[config.mk]
export PLATFORM = sky130hd
export DESIGN_NAME = vga_pixel_prefetch
export DESIGN_NICKNAME = d
export VERILOG_FILES = /design/src/rtl/vga_pkg.sv /design/src/rtl/vga_pixel_fifo_mem.sv /design/src/rtl/vga_pixel_prefetch.sv
export SDC_FILE = /design/constraint.sdc
export NUM_CORES = 1
export LEC_CHECK = 0
export CAP_MARGIN = 40
export CORE_MARGIN = 2
export CORE_UTILIZATION = 30
export DETAILED_ROUTE_END_ITERATION = 16
export GPL_ROUTABILITY_DRIVEN = 0
export PLACE_DENSITY = 0.56
export SYNTH_ARGS = -nofsm -noshare
export SYNTH_HDL_FRONTEND = slang
export SYNTH_SLANG_ARGS = --single-unit
[constraint.sdc]
create_clock -name clk -period 4.88 [get_ports clk]
set_input_delay 0.732 -clock clk [delete_from_list [all_inputs] [get_ports clk]]
set_output_delay 0.732 -clock clk [all_outputs]
set_load 0.02 [all_outputs]
[src/rtl/vga_pkg.sv]
// vga_pkg: shared VGA widths and default active-frame geometry.
package vga_pkg;
    localparam int H_PIXELS_DEF = 640;
    localparam int V_LINES_DEF  = 480;
    localparam int RGB_W        = 3;
    localparam int X_W          = 10;
    localparam int Y_W          = 9;
endpackage

[src/rtl/vga_pixel_fifo_mem.sv]
// vga_pixel_fifo_mem: DEPTH x RGB_W storage, one synchronous write port, one asynchronous read port.
module vga_pixel_fifo_mem import vga_pkg::*; #(
    parameter int DEPTH = 16,
    parameter int AW    = $clog2(DEPTH)
) (
    input  logic             clk,
    input  logic             we_i,
    input  logic [AW-1:0]    waddr_i,
    input  logic [RGB_W-1:0] wdata_i,
    input  logic [AW-1:0]    raddr_i,
    output logic [RGB_W-1:0] rdata_o
);
    logic [RGB_W-1:0] mem_q [DEPTH];

    always_ff @(posedge clk)
        if (we_i) mem_q[waddr_i] <= wdata_i;

    assign rdata_o = mem_q[raddr_i];
endmodule

[src/rtl/vga_pixel_prefetch.sv]
// vga_pixel_prefetch: credit-based pixel prefetcher feeding vga_driver from a variable-latency source.
// Define VGA_PIXEL_PREFETCH_STATS_EN to add the underflow counter and minimum-level monitor.
module vga_pixel_prefetch import vga_pkg::*; #(
    parameter int               DEPTH         = 16,
    parameter int               H_PIXELS      = H_PIXELS_DEF,
    parameter int               V_LINES       = V_LINES_DEF,
    parameter logic [RGB_W-1:0] UNDERFLOW_RGB = '0
) (
    input  logic                     clk,
    input  logic                     reset,
    input  logic                     i_frame_start,
    output logic                     o_src_req,
    output logic [X_W-1:0]           o_src_x,
    output logic [Y_W-1:0]           o_src_y,
    input  logic                     i_src_valid,
    input  logic [RGB_W-1:0]         i_src_rgb,
    input  logic                     i_fetch_next_pixel,
    output logic [RGB_W-1:0]         o_pixel_rgb,
    output logic                     o_underflow,
    output logic [$clog2(DEPTH):0]   o_level
`ifdef VGA_PIXEL_PREFETCH_STATS_EN
    ,
    output logic [15:0]              o_underflow_cnt,
    output logic [$clog2(DEPTH):0]   o_min_level
`endif
);
    localparam int AW = $clog2(DEPTH);
    localparam int CW = AW + 1;

    logic [AW-1:0]    wr_ptr_q, wr_ptr_d, rd_ptr_q, rd_ptr_d;
    logic [CW-1:0]    level_q, level_d, out_q, out_d, drop_q, drop_d;
    logic [X_W-1:0]   x_q, x_d;
    logic [Y_W-1:0]   y_q, y_d;
    logic             req_q, req_d, done_q, done_d, unf_q, unf_d;
    logic             v, push, pop;
    logic [RGB_W-1:0] head;

    vga_pixel_fifo_mem #(.DEPTH(DEPTH)) u_mem (
        .clk     (clk),
        .we_i    (push),
        .waddr_i (wr_ptr_q),
        .wdata_i (i_src_rgb),
        .raddr_i (rd_ptr_q),
        .rdata_o (head)
    );

    // outstanding counts every request in flight, stale ones included, so credit bounds them too
    always_comb begin
        v        = i_src_valid && out_q != '0;
        push     = v && drop_q == '0 && !i_frame_start;
        pop      = i_fetch_next_pixel && level_q != '0 && !i_frame_start;
        unf_d    = i_fetch_next_pixel && level_q == '0 && !i_frame_start;
        out_d    = out_q + CW'(req_q) - CW'(v);
        drop_d   = i_frame_start ? out_d : drop_q - CW'(v && drop_q != '0);
        wr_ptr_d = i_frame_start ? '0 : wr_ptr_q + AW'(push);
        rd_ptr_d = i_frame_start ? '0 : rd_ptr_q + AW'(pop);
        level_d  = i_frame_start ? '0 : level_q + CW'(push) - CW'(pop);
        x_d      = x_q;
        y_d      = y_q;
        done_d   = done_q;
        if (i_frame_start) begin
            x_d    = '0;
            y_d    = '0;
            done_d = 1'b0;
        end else if (req_q) begin
            x_d = (x_q == X_W'(H_PIXELS - 1)) ? '0 : x_q + 1'b1;
            if (x_q == X_W'(H_PIXELS - 1)) begin
                y_d    = (y_q == Y_W'(V_LINES - 1)) ? '0 : y_q + 1'b1;
                done_d = (y_q == Y_W'(V_LINES - 1));
            end
        end
        req_d = !i_frame_start && !done_d && ({1'b0, level_d} + {1'b0, out_d} < (CW + 1)'(DEPTH));
    end

    // frame_done comes out of reset set: nothing is fetched before the first frame_start
    always_ff @(posedge clk or posedge reset) begin
        if (reset) begin
            wr_ptr_q <= '0;
            rd_ptr_q <= '0;
            level_q  <= '0;
            out_q    <= '0;
            drop_q   <= '0;
            x_q      <= '0;
            y_q      <= '0;
            req_q    <= 1'b0;
            done_q   <= 1'b1;
            unf_q    <= 1'b0;
        end else begin
            wr_ptr_q <= wr_ptr_d;
            rd_ptr_q <= rd_ptr_d;
            level_q  <= level_d;
            out_q    <= out_d;
            drop_q   <= drop_d;
            x_q      <= x_d;
            y_q      <= y_d;
            req_q    <= req_d;
            done_q   <= done_d;
            unf_q    <= unf_d;
        end
    end

    assign o_src_req   = req_q;
    assign o_src_x     = x_q;
    assign o_src_y     = y_q;
    assign o_level     = level_q;
    assign o_underflow = unf_q;
    assign o_pixel_rgb = (level_q == '0) ? UNDERFLOW_RGB : head;

`ifdef VGA_PIXEL_PREFETCH_STATS_EN
    logic [15:0]   ucnt_q;
    logic [CW-1:0] min_q;

    always_ff @(posedge clk or posedge reset) begin
        if (reset) begin
            ucnt_q <= '0;
            min_q  <= CW'(DEPTH);
        end else begin
            if (unf_d && ucnt_q != '1) ucnt_q <= ucnt_q + 1'b1;
            min_q <= i_frame_start ? CW'(DEPTH) : (level_q < min_q ? level_q : min_q);
        end
    end

    assign o_underflow_cnt = ucnt_q;
    assign o_min_level     = min_q;
`endif
endmodule

==> run summary <==
Sinks on Clock Net = 93
CP max FO = 4
Vert. Die Dim = 125 um
Io pins = 37
Die X = 125 um
PostCTS Resize Cnt = 0
Placed Area = 4970 sq um
CP top delay family = simple AND/OR/NAND/NOR gates
Type of origin of the critical path = flip-flop
CTS root buffer = clkbuf_16
Fin crit share = 80.5%
# nets final = 415
Post-synth EDFFs = 48
Fillers = 1436
Post-Synth Adder-Cell Area = 7.76%
Share of layout cells above drive strength 1 = 9.33%
Synth area leaders = edfxtp_1 33%, dfrtp_1 25%, ha_1 6.8%
Grt ovf = 0
Synth Area in Compound Gates = 4.56%
Pre-Repair DR Iteration Count = 4
Wirelength per Cell = 14.9 um
Total GRT Usage = 11.7%
Avg Synthesized Cell Area = 12.9 sq um
Simple-gate share of the synthesized area = 12.5%
Min-delay src = rd_ptr_q[3]$_DFF_PP0_
Register bit total from synthesis = 93
Die Footprint = 15600 sq um
Post-synth top flop = edfxtp_1
Worst-path clk slew = 0.06 ns
TNS Setup = 0 ns
Core area = 14400 sq um
Area leader, netlist = edfxtp_1
Leakage = 2.07 nW
Reg2Reg Setup Slack = 0.95 ns
Arrival time at the worst endpoint = 4.21 ns
Starting density of the core = 30.4%
Routed WL = 8500 um
Clock Tree Buf Depth = 2
Post-detail-place hpwl = 6140 um
Routed vias = 2639
# hold bufs at CTS = 0
Worst hold stages = 2
Final min period = 3.93 ns
Hold EP = rd_ptr_q[3]$_DFF_PP0_
Post-synthesis xor/xnor area fraction = 5.19%
Vias in the first global route = 2791
Cell mode on critical path = ha_1
Ys async rst share = 48.4%
Final Setup Violations = 0
CTS tree = done
Largest net degree at the start of global routing = 25
Fmax = 254 MHz
Crit Path Class = reg -> reg
Worst EP required = 5.16 ns
Seq/Total Area, Yosys = 58.6%
Clock Skew = 0.00913 ns
DRT iter0 DRCs = 120
Area of the multi-input gates = 1690 sq um
Worst VDD drop = 0.375 mV
Slowest cell on the critical path = or4b_2
Syn Nets = 375
Remaining DRCs = 0
First-pass GRT wire length = 14200 um
CP Capture Type = flip-flop
DP Worst Slack = 0.656 ns
MaxCap Viol Count = 0
CP max stage delay = 0.66 ns
Initial antenna violation count = 0
Reg2Reg Capture Point = o_src_req$_DFF_PP0_
CTS Buf Count = 9
Final Hold Viols = 0
Worst-case reg-to-reg path depth = 15
Port Buffers = 36
Crit-path cells = inv_1, ha_1, or4b_2, and3_1, ha_1, inv_1, ha_1, fa_1, a21oi_1, nor2_1, or3_1, a21oi_1, ha_1, nor4_1, and3_1
Std cell rows = 44
Post-CTS Setup Repair Bufs = 0
P&R area growth vs syn = 20.6%
DRT antenna net count = 0
Synth cell types = 43
Setup ws final = 0.950 ns
Crit path buffers/inverters = 2
Synth Instances = 341
Final-report max-slew violation count = 0
Mux share of post-synthesis cell area = 8.47%
Status = completed
Register area = 2570 sq um
ANT cells = 0
Ys Warns = 0
Area of the mapped netlist = 4390 sq um
Pwr dens = 462 nW/um^2
Final instance area = 5290 sq um
Routed vias/inst = 4.63
Slew of the pin with the lowest slew margin = 0.815 ns
Yosys top cell area share = 32.9%
Htree depth = 3
Worst relative slew slack = 45.7%
RR Startpoint = o_level[2]$_DFF_PP0_
Largest family of logic cells by synthesized area = simple AND/OR/NAND/NOR gates
RSZ-0062 raised after global routing = false
Clk Latency, worst-skew pair = 0.34 ns
Min-delay worst type = reg -> reg
-- worst reg2reg max path: stages, from the launching register on --
cell	delay, ns
dfrtp_1	0.40
inv_1	0.09
ha_1	0.14
or4b_2	0.66
and3_1	0.25
ha_1	0.28
inv_1	0.04
ha_1	0.20
fa_1	0.40
a21oi_1	0.14
nor2_1	0.06
or3_1	0.33
a21oi_1	0.21
ha_1	0.26
nor4_1	0.24
and3_1	0.19
-- where the power goes --
part	internal, mW	switching [mW]	total (mW)	leakage [nW]
registers	0.904	0.0819	0.986	1.03
logic	0.344	0.373	0.716	0.888
clock network	0.448	0.291	0.739	0.149
total	1.70	0.745	2.44	2.07
-- cells by family after synthesis --
logic type | count (synthesis)
AND/OR/NAND/NOR | 108
flip-flops | 93
AO/OA/AOI/OAI | 34
buffers and inverters | 32
XOR/XNOR | 26
adder cells (fa/ha/maj) | 26
multiplexers | 22
-- synthesized netlist by cell type, types with 2 or more instances --
library cell  instances
edfxtp_1             48
dfrtp_1              44
nor2_1               39
ha_1                 24
inv_1                21
nand2_1              17
xor2_1               14
a21oi_1              12
mux4_2               12
xnor2_1              12
o21ai_0              10
mux2i_1               9
and3_1                8
nor2b_1               8
or3_1                 8
nand3_1               5
nor3_1                5
buf_1                 4
clkbuf_1              4
nand2b_1              4
nand4_1               4
a21o_1                3
o22ai_1               3
buf_2                 2
fa_1                  2
nand3b_1              2
-- metrics by stage --
stage | hold slack (ns) | utilization (%) | cells | total power [mW]
after floorplan | 0.517 | - | 341 | 1.51
after global placement | 0.537 | 34.3 | 553 | 1.71
after detailed placement | 0.541 | 34.5 | 554 | 1.73
after CTS | 0.562 | 36.7 | 570 | 2.49
after global routing | 0.601 | 36.7 | 570 | 2.62
final | 0.557 | 36.7 | 570 | 2.44
-- registers in the layout (all words and copies together), names as in the netlist --
name and flops:
o_src_req 1, wr_ptr_q 4, o_underflow 1, u_mem.mem_q 48, o_src_y 9, done_q 1
o_src_x 10, rd_ptr_q 4, o_level 5, out_q 5, drop_q 5
-- final cells by class --
class | count | share of cell area (%)
clock buffer | 10 | 4.33
clock inverter | 6 | 1.63
inverter | 21 | 1.49
multi-input combinational | 216 | 31.9
sequential | 93 | 48.6
tap | 184 | 4.35
timing repair buffer | 40 | 7.76
-- layout by cell type (no fill, tap or decap), types with 10 or more instances in the layout --
master           synthesis  routed
nand2_1                 17      17
dfrtp_1                 44      44
o21ai_0                 10      10
edfxtp_1                48      48
a21oi_1                 12      12
mux4_2                  12      12
inv_1                   21      20
xor2_1                  14      14
ha_1                    24      24
nor2_1                  39      39
clkdlybuf4s50_1          0      36
xnor2_1                 12      12
-- routing by layer --
metal	vias up	share of wire (%)	global-route usage (%)
li1	1294	-	-
met1	1293	47	15.4
met2	41	47	18.3
met3	11	4.2	2.92
met4	0	1.8	5.10
met5	-	0	0
-- worst max path at each step --
stage | start | end | cells past startpoint | slack (ns)
2_1_floorplan | o_level[3]$_DFF_PP0_ | o_src_req$_DFF_PP0_ | 15 | 1.10
3_3_place_gp | i_frame_start | o_src_req$_DFF_PP0_ | 14 | 0.76
3_5_place_dp | i_frame_start | o_src_req$_DFF_PP0_ | 14 | 0.66
4_1_cts | o_level[2]$_DFF_PP0_ | o_src_req$_DFF_PP0_ | 15 | 0.90
5_1_grt | o_level[2]$_DFF_PP0_ | o_src_req$_DFF_PP0_ | 15 | 0.70
6_report | o_level[2]$_DFF_PP0_ | o_src_req$_DFF_PP0_ | 15 | 0.95
No activity file was read; power rests on OpenSTA's default activity.
